### src/rtl/johnson_seq_ctrl.sv
// Johnson-counter run controller: start/stop/hold sequencing of an
// N-stage Johnson register with round counting and one-hot phase strobes.
//
// Ports:
//   clk, rst         rising-edge clock, synchronous active-high reset
//   start, stop      run request / abort request (stop has priority)
//   hold             freeze stepping while running
//   rounds [RW]      bounded round count, 0 = continuous (latched on start)
//   cnt [N]          Johnson register
//   phase [2N]       one-hot decode of cnt
//   busy             high while running
//   wrap             pulse after cnt returns from the last phase to phase 0
//   done             pulse on bounded-run completion
//   round_cnt [RW]   completed rounds of the current or last run
//   err              sticky, start seen while running
module johnson_seq_ctrl #(
  parameter int N  = 4,
  parameter int RW = 8
) (
  input  logic          clk,
  input  logic          rst,
  input  logic          start,
  input  logic          stop,
  input  logic          hold,
  input  logic [RW-1:0] rounds,
  output logic [N-1:0]  cnt,
  output logic [2*N-1:0] phase,
  output logic          busy,
  output logic          wrap,
  output logic          done,
  output logic [RW-1:0] round_cnt,
  output logic          err
);

  localparam int PH = 2 * N;
  localparam int IW = $clog2(PH + 1);

  typedef enum logic [1:0] {
    S_IDLE = 2'd0,
    S_RUN  = 2'd1,
    S_DONE = 2'd2
  } state_e;

  state_e        state_q, state_d;
  logic [N-1:0]  cnt_q, cnt_d;
  logic [RW-1:0] rcnt_q, rcnt_d;
  logic [RW-1:0] lim_q, lim_d;
  logic          wrap_q, wrap_d;
  logic          err_q, err_d;

  logic [N-1:0]  cnt_step;
  logic [RW-1:0] rcnt_inc;
  logic          at_last;
  logic          accept;

  assign cnt_step = {cnt_q[N-2:0], ~cnt_q[N-1]};
  assign rcnt_inc = rcnt_q + RW'(1);
  // Last phase is the lone MSB pattern (1000 for N=4).
  assign at_last  = cnt_q[N-1] & ~(|cnt_q[N-2:0]);
  // A start is honoured from IDLE and from the one-cycle DONE state.
  assign accept   = start & ~stop &
                    ((state_q == S_IDLE) | (state_q == S_DONE));

  // State register
  always_ff @(posedge clk) begin
    if (rst) begin
      state_q <= S_IDLE;
      cnt_q   <= '0;
      rcnt_q  <= '0;
      lim_q   <= '0;
      wrap_q  <= 1'b0;
      err_q   <= 1'b0;
    end else begin
      state_q <= state_d;
      cnt_q   <= cnt_d;
      rcnt_q  <= rcnt_d;
      lim_q   <= lim_d;
      wrap_q  <= wrap_d;
      err_q   <= err_d;
    end
  end

  // Next-state logic
  always_comb begin
    state_d = state_q;
    cnt_d   = cnt_q;
    rcnt_d  = rcnt_q;
    lim_d   = lim_q;
    wrap_d  = 1'b0;
    err_d   = err_q;
    unique case (state_q)
      S_IDLE: begin
        cnt_d = '0;
      end
      S_RUN: begin
        if (stop) begin
          state_d = S_IDLE;
          cnt_d   = '0;
        end else begin
          if (start) err_d = 1'b1;
          if (!hold) begin
            cnt_d = cnt_step;
            if (at_last) begin
              rcnt_d = rcnt_inc;
              wrap_d = 1'b1;
              if (lim_q != '0 && rcnt_inc == lim_q)
                state_d = S_DONE;
            end
          end
        end
      end
      S_DONE: begin
        state_d = S_IDLE;
        cnt_d   = '0;
      end
      default: begin
        state_d = S_IDLE;
        cnt_d   = '0;
      end
    endcase
    if (accept) begin
      state_d = S_RUN;
      cnt_d   = '0;
      rcnt_d  = '0;
      lim_d   = rounds;
    end
  end

  // Output logic
  logic [IW-1:0] ones;
  logic [IW-1:0] idx;

  always_comb begin
    ones = '0;
    for (int i = 0; i < N; i++)
      ones = ones + IW'(cnt_q[i]);
    // Rising half: index = number of ones.
    // Falling half (MSB set): index = 2N - number of ones.
    idx   = cnt_q[N-1] ? (IW'(PH) - ones) : ones;
    phase = PH'(1) << idx;
    busy  = (state_q == S_RUN);
    done  = (state_q == S_DONE);
  end

  assign cnt       = cnt_q;
  assign wrap      = wrap_q;
  assign round_cnt = rcnt_q;
  assign err       = err_q;

endmodule

### config.mk
export PLATFORM = sky130hd
export DESIGN_NAME = johnson_seq_ctrl
export DESIGN_NICKNAME = d
export VERILOG_FILES = /design/src/rtl/johnson_seq_ctrl.sv
export SDC_FILE = /design/constraint.sdc
export NUM_CORES = 1
export LEC_CHECK = 0
export CAP_MARGIN = 40
export CORE_UTILIZATION = 35
export DETAILED_ROUTE_END_ITERATION = 10
export SYNTH_ARGS = -nofsm -noshare
export SYNTH_HDL_FRONTEND = slang
export SYNTH_SLANG_ARGS = --single-unit
### constraint.sdc
create_clock -name clk -period 3.45 [get_ports clk]
set_input_delay 0.345 -clock clk [delete_from_list [all_inputs] [get_ports clk]]
set_output_delay 0.345 -clock clk [all_outputs]
set_load 0.02 [all_outputs]
# Yosys cells after proc, flatten, opt, wreduce, memory -nomap -nowiden
# Index checks and enable logic that the tools add are counted.
[word_totals] word_cells=52 out_inout_bits=24 register_bits=24 input_bits=13
[classes] eq_ne=10 shifts=1 bitwise=10 add_sub_neg=5 reduce_logical=11 muxes=8
[op_table] cell="AND reduction 4 bit" n=3
[op_table] cell="adder 8 x 1 -> 8 bit, second input constant" n=1
[op_table] cell="== test 8 bit" n=1
[op_table] cell="2-to-1 mux 2 bit" n=4
[op_table] cell="!= test 4 x 2 -> 1 bit, second input constant" n=2
[op_table] cell="nonzero test 8 bit" n=1
[op_table] cell="OR reduction 4 bit" n=2
[op_table] cell="left shift 1 x 4 -> 8 bit, first input constant" n=1
[op_table] cell="!= test 3 x 2 -> 1 bit, second input constant" n=2
[op_table] cell="NOT 1 bit" n=6
[op_table] cell="adder 3 x 1 -> 4 bit" n=1
[op_table] cell="2-to-1 mux 4 bit" n=1
[op_table] cell="!= test 4 x 3 -> 1 bit, second input constant" n=1
[op_table] cell="case mux 2 bit (2 select lines)" n=1
[op_table] cell="subtractor 4 bit, first input constant" n=1
[op_table] cell="adder 2 x 1 -> 3 bit" n=1
[op_table] cell="AND 1 bit" n=3
[op_table] cell="!= test 3 bit, second input constant" n=1
[op_table] cell="AND reduction 3 bit" n=1
[op_table] cell="OR reduction 3 bit" n=1
[op_table] cell="adder 1 x 1 -> 2 bit" n=1
[op_table] cell="== test 2 x 1 -> 1 bit, second input constant" n=1
[op_table] cell="== test 2 bit, second input constant" n=1
[op_table] cell="logical NOT 2 bit" n=1
[op_table] cell="other kinds (5)" n=6

# Logic depth before layout (Yosys ltp)
# Gate-level depths: netlist of run 1.
[logic_depth] ltp_word=9 ltp_mapped=12 ltp_nobuf=12

# Worst setup path before layout of run 1
# Ideal clock, no wire load.
[synth_timing] path_kind="reg-to-output" from="register cnt_q[3], in the netlist cnt[3]" to="output phase[0]" arrival_ns=2.708 n_path_buf=0 setup_slack_ns=0.397 stages_incl_launch_ff=13 t_required_ns=3.105 cell_sequence="dfxtp_1 -> inv_1 -> fa_1 -> inv_1 -> ha_1 -> inv_1 -> ha_1 -> inv_1 -> ha_1 -> or3_1 -> o21ai_0 -> nand2_1 -> nor2_1"
[synth_between] elab_chain_len=4
[synth_rtl] item="start, declared" line="45" source="logic [N-1:0] cnt_q, cnt_d;"
[synth_rtl] item="start signal, assigned" line="75" source="cnt_q <= cnt_d;"
[synth_rtl] item="adder 3 x 1 -> 4 bit" line="136" source="ones = ones + IW'(cnt_q[i]);"
[synth_rtl] item="subtractor 4 bit" line="139" source="idx = cnt_q[N-1] ? (IW'(PH) - ones) : ones;"
[synth_rtl] item="2-to-1 mux 4 bit *" line="139"
[synth_rtl] item="left shift 1 x 4 -> 8 bit *" line="140" source="phase = PH'(1) << idx;"
[synth_rtl] item="end, declared" line="27" source="output logic [2*N-1:0] phase,"
# Every way passes the cells marked *; elsewhere a longest branch is shown, timed or not.

# Final worst setup path of run 1
[layout_timing] from="register cnt_q[1], in the netlist cnt[1]" to="output phase[5]"
[layout_between] elab_chain_len=6
[layout_rtl] item="adder 1 x 1 -> 2 bit *" line="136"
[layout_rtl] item="adder 2 x 1 -> 3 bit *" line="136"
[layout_rtl] item="adder 3 x 1 -> 4 bit *" line="136"
[layout_rtl] item="subtractor 4 bit" line="139"
[layout_rtl] item="2-to-1 mux 4 bit *" line="139"
[layout_rtl] item="left shift 1 x 4 -> 8 bit *" line="140"
# Marks and branches as above.

==> impl_metrics.csv, run 1 <==
group,metric,value,unit
synth,synth_top_area_cell,"dfxtp_1",
route,drt_iter0_drc,46,
synth,netlist_instances,174,
sta,setup_ws,0.1892,ns
synth,synth_fp_nets,194,
cts,ctsHoldBuffers,0,
finish,final_nets,226,
flow_run,maxCapViolCount,0,
power_and_ir_drop,p_leak,0.0008045,uW
cts,cts.repair.resized,9,
sta,min_period,3.261,ns
finish,final_cell_mix,"31 x nor2_1, 28 x clkdlybuf4s50_1, 23 x dfxtp_1, 14 x nand2_1, 12 x mux2i_1",
route,detail-route-antenna-nets,0,
cts,cts_tree,"done",
grt,antenna_found_initial,0,
status,status,"finished, final reports clean",
floorplanning,dieArea,4430,sq um
synth,avgSynthCellArea,8.384,sq um
synth,synth_edf_count,0,
finish,layout_commonest_cell,"nor2_1",
sta,setup_viol,0,
floorplanning,num_rows,23,
sta,tightest_slew,0.4484,ns
cts,cts.sinks,24,
finish,stdcell_area,1892,sq um
place,place_ws,0.05139,ns
synth,syn-cell-area,1459,sq um
place,gp_congestion,0.7462,
min_path,hp-start,"err$_SDFFE_PP0P_",
worst_setup_path,crit_start,"cnt[1]$_SDFFE_PP0N_",
grt,grt_overflow_total,0,
route,viasPerCell,4.961,
floorplanning,die_h,66.56,um
route,num_vias,1265,
worst_setup_path,critPathCaptureType,"primary output",
grt,grt_first_pass_wirelength,5078,um
route,routed_wl,3016,um
place,place_area,1838,sq um
floorplanning,start_util,36.47,%
cts,postCtsSetupRepairBufs,0,
min_path,hp-class,"flop to flop",
synth,synth_seq_cells,24,
synth,ys_seq_area_share,32.93,%
finish,layout-drive-gt1-share,8.780,%
synth,async_flop_share,0,%
worst_setup_path,required,3.11,ns
route,dr.pass1.iters,4,
grt,grt_pass1_vias,1151,
floorplanning,ioPinCount,37,
synth,synthDistinctLibCells,41,
cts,cts.clk_slew.worst_paths,0.08,ns
synth,ys.warnings.count,0,
cts,cts_root_buf,"clkbuf_8",
sta,relSlewSlack,70.01,%
finish,areaGrowthSynthToFinish,29.67,%
route,avgRoutedWirePerCell,11.83,um
sta,finClkSkew,0.006128,ns
power_and_ir_drop,p_per_area,283.1,nW/um^2
power_and_ir_drop,max-vdd-ir-drop,0.2042,mV
finish,diodes,0,
route,drc,0,
place,portBuffers,36,
worst_setup_path,r2r-start,"round_cnt[0]$_SDFFE_PP0P_",
synth,synth_top_area_share,32.93,%
cts,htree_levels,1,
floorplanning,core,4000,sq um
worst_setup_path,cp_max_fo,4,
sta,fmax,0.3067,GHz
cts,clk_latency,0.27,ns
sta,drv_slew,0,
sta,period_share,94.52,%
finish,n_fill_cell,383,
place,hpwl,2372,um
worst_setup_path,worst-setup-path-type,"flop to primary output",
grt,gr-usage-all-layers,14.77,%
synth,yosys-top-cells-area,"dfxtp_1 33%, mux2i_1 8.2%, nor2_1 8.0%",
worst_setup_path,start_kind,"flop",
cts,clockBufferDepth,2,
synth,ys.flop_type,"dfxtp_1",
sta,hold_viol_final,0,
floorplanning,die_w,66.56,um
grt,grt_max_degree,14,
cts,numCtsBuffers,3,
worst_setup_path,arrival,2.92,ns
[cells in the mapped netlist, types with 2 or more instances]
| master | n |
|---|---|
| nand3_1 | 2 |
| nor2_2 | 2 |
| nor4_1 | 2 |
| clkbuf_1 | 4 |
| nor3_1 | 2 |
| xor2_1 | 11 |
| buf_2 | 3 |
| a211oi_1 | 2 |
| inv_1 | 9 |
| mux2i_1 | 12 |
| dfxtp_1 | 24 |
| nor3b_1 | 2 |
| buf_4 | 3 |
| o21ai_1 | 2 |
| nor2_1 | 31 |
| nand4_1 | 3 |
| nand2_1 | 14 |
| xnor2_1 | 5 |
| nor2b_1 | 4 |
| and3_1 | 4 |
| ha_1 | 6 |
| or3_1 | 3 |
| o21ai_0 | 3 |
| a21oi_1 | 4 |
[cell families after synthesis]
kind of cell	share of synthesized area (%)
AO/OA/AOI/OAI	8.062
XOR/XNOR	9.605
adder cells (fa/ha/maj)	6.518
buffers and inverters	6.689
flip-flops	32.93
multiplexers	8.234
AND/OR/NAND/NOR	27.96
[sequential cells by signal, summed over array words and instances, names as in the netlist]
| register | flops |
|---|---|
| err | 1 |
| wrap | 1 |
| round_cnt | 8 |
| cnt | 4 |
| lim_q | 8 |
| state_q | 2 |
[worst paths after layout]
check / end / slack, ns / cells after the start
setup / recovery: phase[5] / 0.19 / 12
hold / removal: err$_SDFFE_PP0P_ / 0.49 / 2
setup reg to reg: state_q[1]$_SDFFE_PP0P_ / 1.69 / 6
hold reg to reg: err$_SDFFE_PP0P_ / 0.49 / 2
[per-layer routing]
layer  up-vias  wire [um]  GRT usage, %
li1        641          -             -
met1       587       1440         18.53
met2        30       1384         25.00
met3         7        131         2.911
met4         0         59         4.787
met5         -          0             0
[layout make-up]
type / instances / area, sq um / area share [%]
tap: 50 / 62.56 / 3.307
sequential: 24 / 481.7 / 25.46
clock buffer: 4 / 55.05 / 2.910
inverter: 9 / 33.78 / 1.786
timing repair buffer: 38 / 357.8 / 18.92
multi-input combinational: 130 / 900.9 / 47.62
[critical path, stage by stage (launching register included)]
cell and delay (ns):
dfxtp_1 0.39, inv_1 0.09, fa_1 0.44, inv_1 0.06, ha_1 0.16, inv_1 0.05, ha_1 0.30, inv_1 0.05
ha_1 0.16, or2b_1 0.28, xor2_2 0.19, nor2_1 0.14, dlygate4sd2_1 0.34
[report_power, final]
group / internal [uW] / total [uW] / switching (uW)
registers: 283 / 289 / 6.84
clock network: 102 / 191 / 88.7
logic: 31.8 / 55.5 / 23.8
[stage by stage]
| step | hold WS [ns] | power (uW) | instances | util [%] | setup TNS [ns] |
|---|---|---|---|---|---|
| after floorplan | 0.4759 | 329.3 | 174 | - | 0 |
| after global routing | 0.5434 | 562.5 | 255 | 47.29 | -0.008171 |
| after CTS | 0.4933 | 542.2 | 255 | 47.26 | 0 |
| final | 0.4877 | 535.5 | 255 | 47.29 | 0 |
| after detailed placement | 0.4743 | 351.8 | 251 | 45.95 | 0 |
| after global placement | 0.4532 | 350.1 | 251 | 45.95 | 0 |
Note: power is estimated with default switching activity, not from simulation.
==> run 2, diff against run 1 <==
CORE_UTILIZATION = 48   (was 35)
PLACE_DENSITY = 0.78   (was unset)
==> run 2 against run 1 <==
  * Count of clock-buffer cells in the layout is 1 lower
  * Highest routed layer unchanged
  * Fmax is 1.0% lower
  * Critical path type unchanged
  * Global-route usage is 4.5 points higher
  * Clock skew is 0.0025 ns lower
  * Clock power is 38% lower
  * The run now ends with DRC left
==> impl_metrics.csv, run 2 (synthesized netlist as in run 1, its figures left out) <==
group,metric,value,unit
status,status,"finished with violations",
status,violations,"DRC",
cts,cts_tree,"done",
cts,clockBufferDepth,2,
place,place_inst,232,
route,detail-route-antenna-nets,0,
route,dr.pass1.iters,9,
cts,htree_levels,1,
route,drt_iter0_drc,54,
worst_setup_path,required,3.11,ns
route,num_vias,1269,
cts,ctsHoldBuffers,0,
grt,grt_first_pass_wirelength,5023,um
sta,setup_ws,0.1551,ns
sta,drv_slew,0,
grt,grt_max_degree,13,
grt,grt_pass1_vias,1226,
finish,final_cell_mix,"31 x nor2_1, 28 x clkdlybuf4s50_1, 22 x dfxtp_1, 14 x nand2_1, 12 x mux2i_1",
sta,finClkSkew,0.003648,ns
place,hpwl,2423,um
route,dr.max_layer_used,"met4",
sta,setup_viol,0,
sta,relSlewSlack,72.53,%
route,avgRoutedWirePerCell,12.77,um
finish,final-instance-count-excl-fill,235,
worst_setup_path,worst-setup-path-type,"flop to primary output",
floorplanning,dieArea,3264,sq um
sta,tns,0,ns
finish,layout_commonest_cell,"nor2_1",
worst_setup_path,cp_max_fo,4,
route,drc,6,
grt,grt_overflow_total,0,
grt,antenna_found_initial,0,
finish,diodes,0,
power_and_ir_drop,finalPower,463.6,uW
floorplanning,start_util,51.57,%
route,viasPerCell,5.400,
floorplanning,die_w,57.13,um
sta,period_share,95.50,%
worst_setup_path,crit_start,"cnt[0]$_SDFFE_PP0N_",
min_path,hp-start,"err$_SDFFE_PP0P_",
sta,min_period,3.295,ns
finish,final_nets,226,
power_and_ir_drop,max-vdd-ir-drop,0.2543,mV
worst_setup_path,start_kind,"flop",
floorplanning,core,2829,sq um
cts,cts.repair.resized,14,
sta,tightest_slew,0.4117,ns
cts,cts.sinks,24,
worst_setup_path,rr_worst_depth,6,
cts,clk_latency,0.30,ns
cts,postCtsSetupRepairBufs,0,
place,place_ws,-0.01821,ns
worst_setup_path,critPathCaptureType,"primary output",
cts,cts_root_buf,"clkbuf_4",
place,portBuffers,36,
route,wl_met1,1294,um
grt,gr-usage-all-layers,19.27,%
route,route.met2.wl,1564,um
place,gp_congestion,0.8332,
cts,numCtsBuffers,3,
route,route.met3.wl,127,um
finish,stdcell_area,1841,sq um
place,place_area,1809,sq um
worst_setup_path,r2r-start,"round_cnt[0]$_SDFFE_PP0P_",
min_path,hp-class,"flop to flop",
finish,layout-drive-gt1-share,8.824,%
finish,areaGrowthSynthToFinish,26.16,%
floorplanning,ioPinCount,37,
worst_setup_path,arrival,2.95,ns
cts,cts.clk_slew.worst_paths,0.12,ns
power_and_ir_drop,p_leak,0.0007815,uW
sta,hold_viol_final,0,
flow_run,maxCapViolCount,0,
floorplanning,num_rows,19,
floorplanning,die_h,57.13,um
route,routed_wl,3001,um
min_path,min_path_cells,2,
power_and_ir_drop,p_per_area,251.9,nW/um^2
sta,fmax,0.3035,GHz
[run 2: cell types whose count changed in the layout (fill, tap and decap cells not counted), sizes merged]
cell	change
clkdlybuf4s15	+2
dlygate4sd2	-2
clkbuf	-3
buf	+2
[run 2: through the flow]
stage	hold slack, ns	util (%)
after floorplan	0.4759	-
after global routing	0.5554	65.06
after global placement	0.4583	63.95
final	0.4897	65.06
after detailed placement	0.4642	63.95
after CTS	0.4989	64.88
[run 2: final timing paths]
check                                               end  slack (ns)
worst max-delay path                           phase[4]        0.16
worst max register to register  state_q[1]$_SDFFE_PP0P_        1.65
worst min-delay path                   err$_SDFFE_PP0P_        0.49
worst min register to register         err$_SDFFE_PP0P_        0.49
[run 2: worst max-delay path, stage by stage (launching register included)]
cell,delay (ns)
dfxtp_2,0.37
inv_1,0.08
fa_1,0.49
inv_1,0.07
ha_1,0.16
inv_1,0.05
ha_1,0.30
inv_1,0.05
ha_1,0.29
or3_1,0.35
o21ai_0,0.08
nand2_1,0.09
nor2_1,0.12
buf_4,0.16
[run 2: routing by layer]
metal | vias to the layer above | track usage [%]
met5 | - | 0
met3 | 2 | 3.401
met1 | 584 | 21.43
met4 | 0 | 5.226
met2 | 42 | 37.31
li1 | 641 | -
[run 2: cell type report]
cell class              count  area (sq um)
repair buffers             38         362.8
well taps                  31         38.79
multi-input cells         130         899.6
inverters                   9         33.78
fillers                   241         988.4
flip-flops and latches     24         483.0
clock buffers               3         22.52
[run 2: where the power goes]
| group | switching [uW] | leakage, uW | internal (uW) | total (uW) |
|---|---|---|---|---|
| combinational | 23.3 | 0.000572 | 31.5 | 54.8 |
| clock | 78.0 | 0.0000138 | 40.7 | 119 |
| sequential | 7.15 | 0.000195 | 283 | 290 |
| total | 108 | 0.000781 | 355 | 464 |
==> run 3, diff against run 2 <==
ABC_CLOCK_PERIOD_IN_PS = 3450   (was unset)
CORE_MARGIN = 2   (was unset)
==> run 3 against run 2 <==
  * The flow now finishes without violations
  * Final cell count up 1.3%
  * Worst hold slack worse by 0.0037 ns
  * Clock skew up 0.0012 ns
  * Critical path depth unchanged
  * Sequential cell count unchanged
  * Clock power up 27%
  * Critical path type unchanged
  * Highest routed layer unchanged
==> impl_metrics.csv, run 3 (synthesized netlist as in run 1, its figures left out) <==
group,metric,value,unit
min_path,hp-class,"flop to flop",
route,drt_iter0_drc,46,
sta,drv_slew,0,
sta,tns,0,ns
place,gp_congestion,0.7799,
sta,period_share,95.95,%
finish,areaGrowthSynthToFinish,26.59,%
route,viasPerCell,5.374,
grt,gr-usage-all-layers,19.20,%
route,dr.pass1.iters,4,
sta,rsz0062_at_grt,"no",
worst_setup_path,worst-setup-path-type,"flop to primary output",
worst_setup_path,critPathCaptureType,"primary output",
finish,final_cell_mix,"30 x nor2_1, 28 x clkdlybuf4s50_1, 22 x dfxtp_1, 14 x nand2_1, 12 x mux2i_1",
sta,setup_ws,0.1399,ns
finish,final_nets,226,
power_and_ir_drop,p_switching,117.3,uW
floorplanning,num_rows,20,
cts,cts_root_buf,"clkbuf_4",
grt,antenna_found_initial,0,
worst_setup_path,cp_max_fo,4,
floorplanning,die_h,59.13,um
grt,grt_max_degree,14,
status,status,"finished, final reports clean",
finish,layout-drive-gt1-share,10.24,%
cts,htree_levels,1,
power_and_ir_drop,power_frac_seq,58.4,%
finish,layout_commonest_cell,"nor2_1",
worst_setup_path,required,3.11,ns
floorplanning,die_w,59.13,um
worst_setup_path,start_kind,"flop",
power_and_ir_drop,p_per_area,268.8,nW/um^2
route,drc,0,
sta,holdWs,0.4859,ns
route,routed_wl,3165,um
sta,tightest_slew,0.5076,ns
sta,hold_viol_final,0,
cts,cts.clk_slew.worst_paths,0.13,ns
cts,numCtsBuffers,3,
floorplanning,start_util,48.99,%
grt,grt_first_pass_wirelength,5140,um
power_and_ir_drop,clock_power_share,30.4,%
worst_setup_path,arrival,2.97,ns
power_and_ir_drop,combPwrFrac,11.2,%
sta,relSlewSlack,66.09,%
grt,grt_pass1_vias,1211,
grt,grt_overflow_total,0,
power_and_ir_drop,p_leak,0.0007864,uW
cts,clk_latency,0.32,ns
power_and_ir_drop,max-vdd-ir-drop,0.2001,mV
floorplanning,dieArea,3496,sq um
finish,diodes,0,
route,num_vias,1279,
sta,setup_viol,0,
floorplanning,core,2978,sq um
sta,min_period,3.310,ns
cts,clockBufferDepth,2,
cts,cts.sinks,24,
place,hpwl,2514,um
route,detail-route-antenna-nets,0,
sta,fmax,0.3021,GHz
finish,fin_util,62.02,%
sta,finClkSkew,0.004842,ns
floorplanning,ioPinCount,37,
cts,cts_tree,"done",
route,avgRoutedWirePerCell,13.30,um
place,portBuffers,36,
flow_run,maxCapViolCount,0,
power_and_ir_drop,switching_share,23.62,%
power_and_ir_drop,p_int,379.1,uW
cts,postCtsSetupRepairBufs,0,
place,place_ws,-0.009646,ns
## run 3: changes by cell type in the layout (fill, tap and decap cells not counted), sizes merged
cell           change
clkdlybuf4s15      -1
dlygate4sd2        -1
clkbuf             +3
## run 3: power groups by stage
stage                     Combinational [uW]  Sequential, uW  Clock (uW)
final                                   55.7             290         151
after global routing                    60.8             291         167
after CTS                               56.1             290         151
after detailed placement                55.7             296           0
after global placement                  53.6             295           0
after floorplan                         36.6             293           0
## run 3: cell type report
cell class	count	area (sq um)
Clock buffer	4	36.28
Tap cell	33	41.29
Timing Repair Buffer	38	354.1
Sequential cell	24	483.0
Fill cell	285	1131
Multi-Input combinational cell	130	898.4
Inverter	9	33.78
## run 3: what timing repair did
action                                  in CTS  in global routing
resized for setup                           14                 11
endpoints found under the setup margin       8                  6
hold buffers                                 0                  0
## run 3: worst max-delay path, stage by stage, from the launching register on
cell and delay [ns]:
dfxtp_2 0.37, inv_1 0.07, fa_1 0.46, inv_1 0.07
ha_1 0.17, inv_1 0.05, ha_1 0.30, inv_1 0.05
ha_1 0.28, or3_1 0.34, o21ai_0 0.12, nand2_1 0.12
nor2_1 0.09, buf_2 0.16
## run 3: worst paths after layout
kind              cells past startpoint  slack [ns]                      start                      end
hold / removal                        2        0.49           err$_SDFFE_PP0P_         err$_SDFFE_PP0P_
setup reg to reg                      6        1.66  round_cnt[0]$_SDFFE_PP0P_  state_q[1]$_SDFFE_PP0P_
setup / recovery                     13        0.14        cnt[0]$_SDFFE_PP0N_                 phase[4]
hold reg to reg                       2        0.49           err$_SDFFE_PP0P_         err$_SDFFE_PP0P_
## run 3: layer usage
metal  vias to the layer above  track usage (%)  wire [um]
met1                       596            22.87       1399
met3                         4            2.620        122
met2                        36            34.29       1610
met5                         -                0          0
li1                        643                -          -
met4                         0            8.117         34
## run 3: through the flow
step	area [sq um]	power, uW	instances
2_1_floorplan	1459	329.3	174
3_3_place_gp	1812	349.0	234
3_5_place_dp	1812	351.9	234
4_1_cts	1852	497.5	238
5_1_grt	1847	519.0	238
6_report	1847	496.4	238
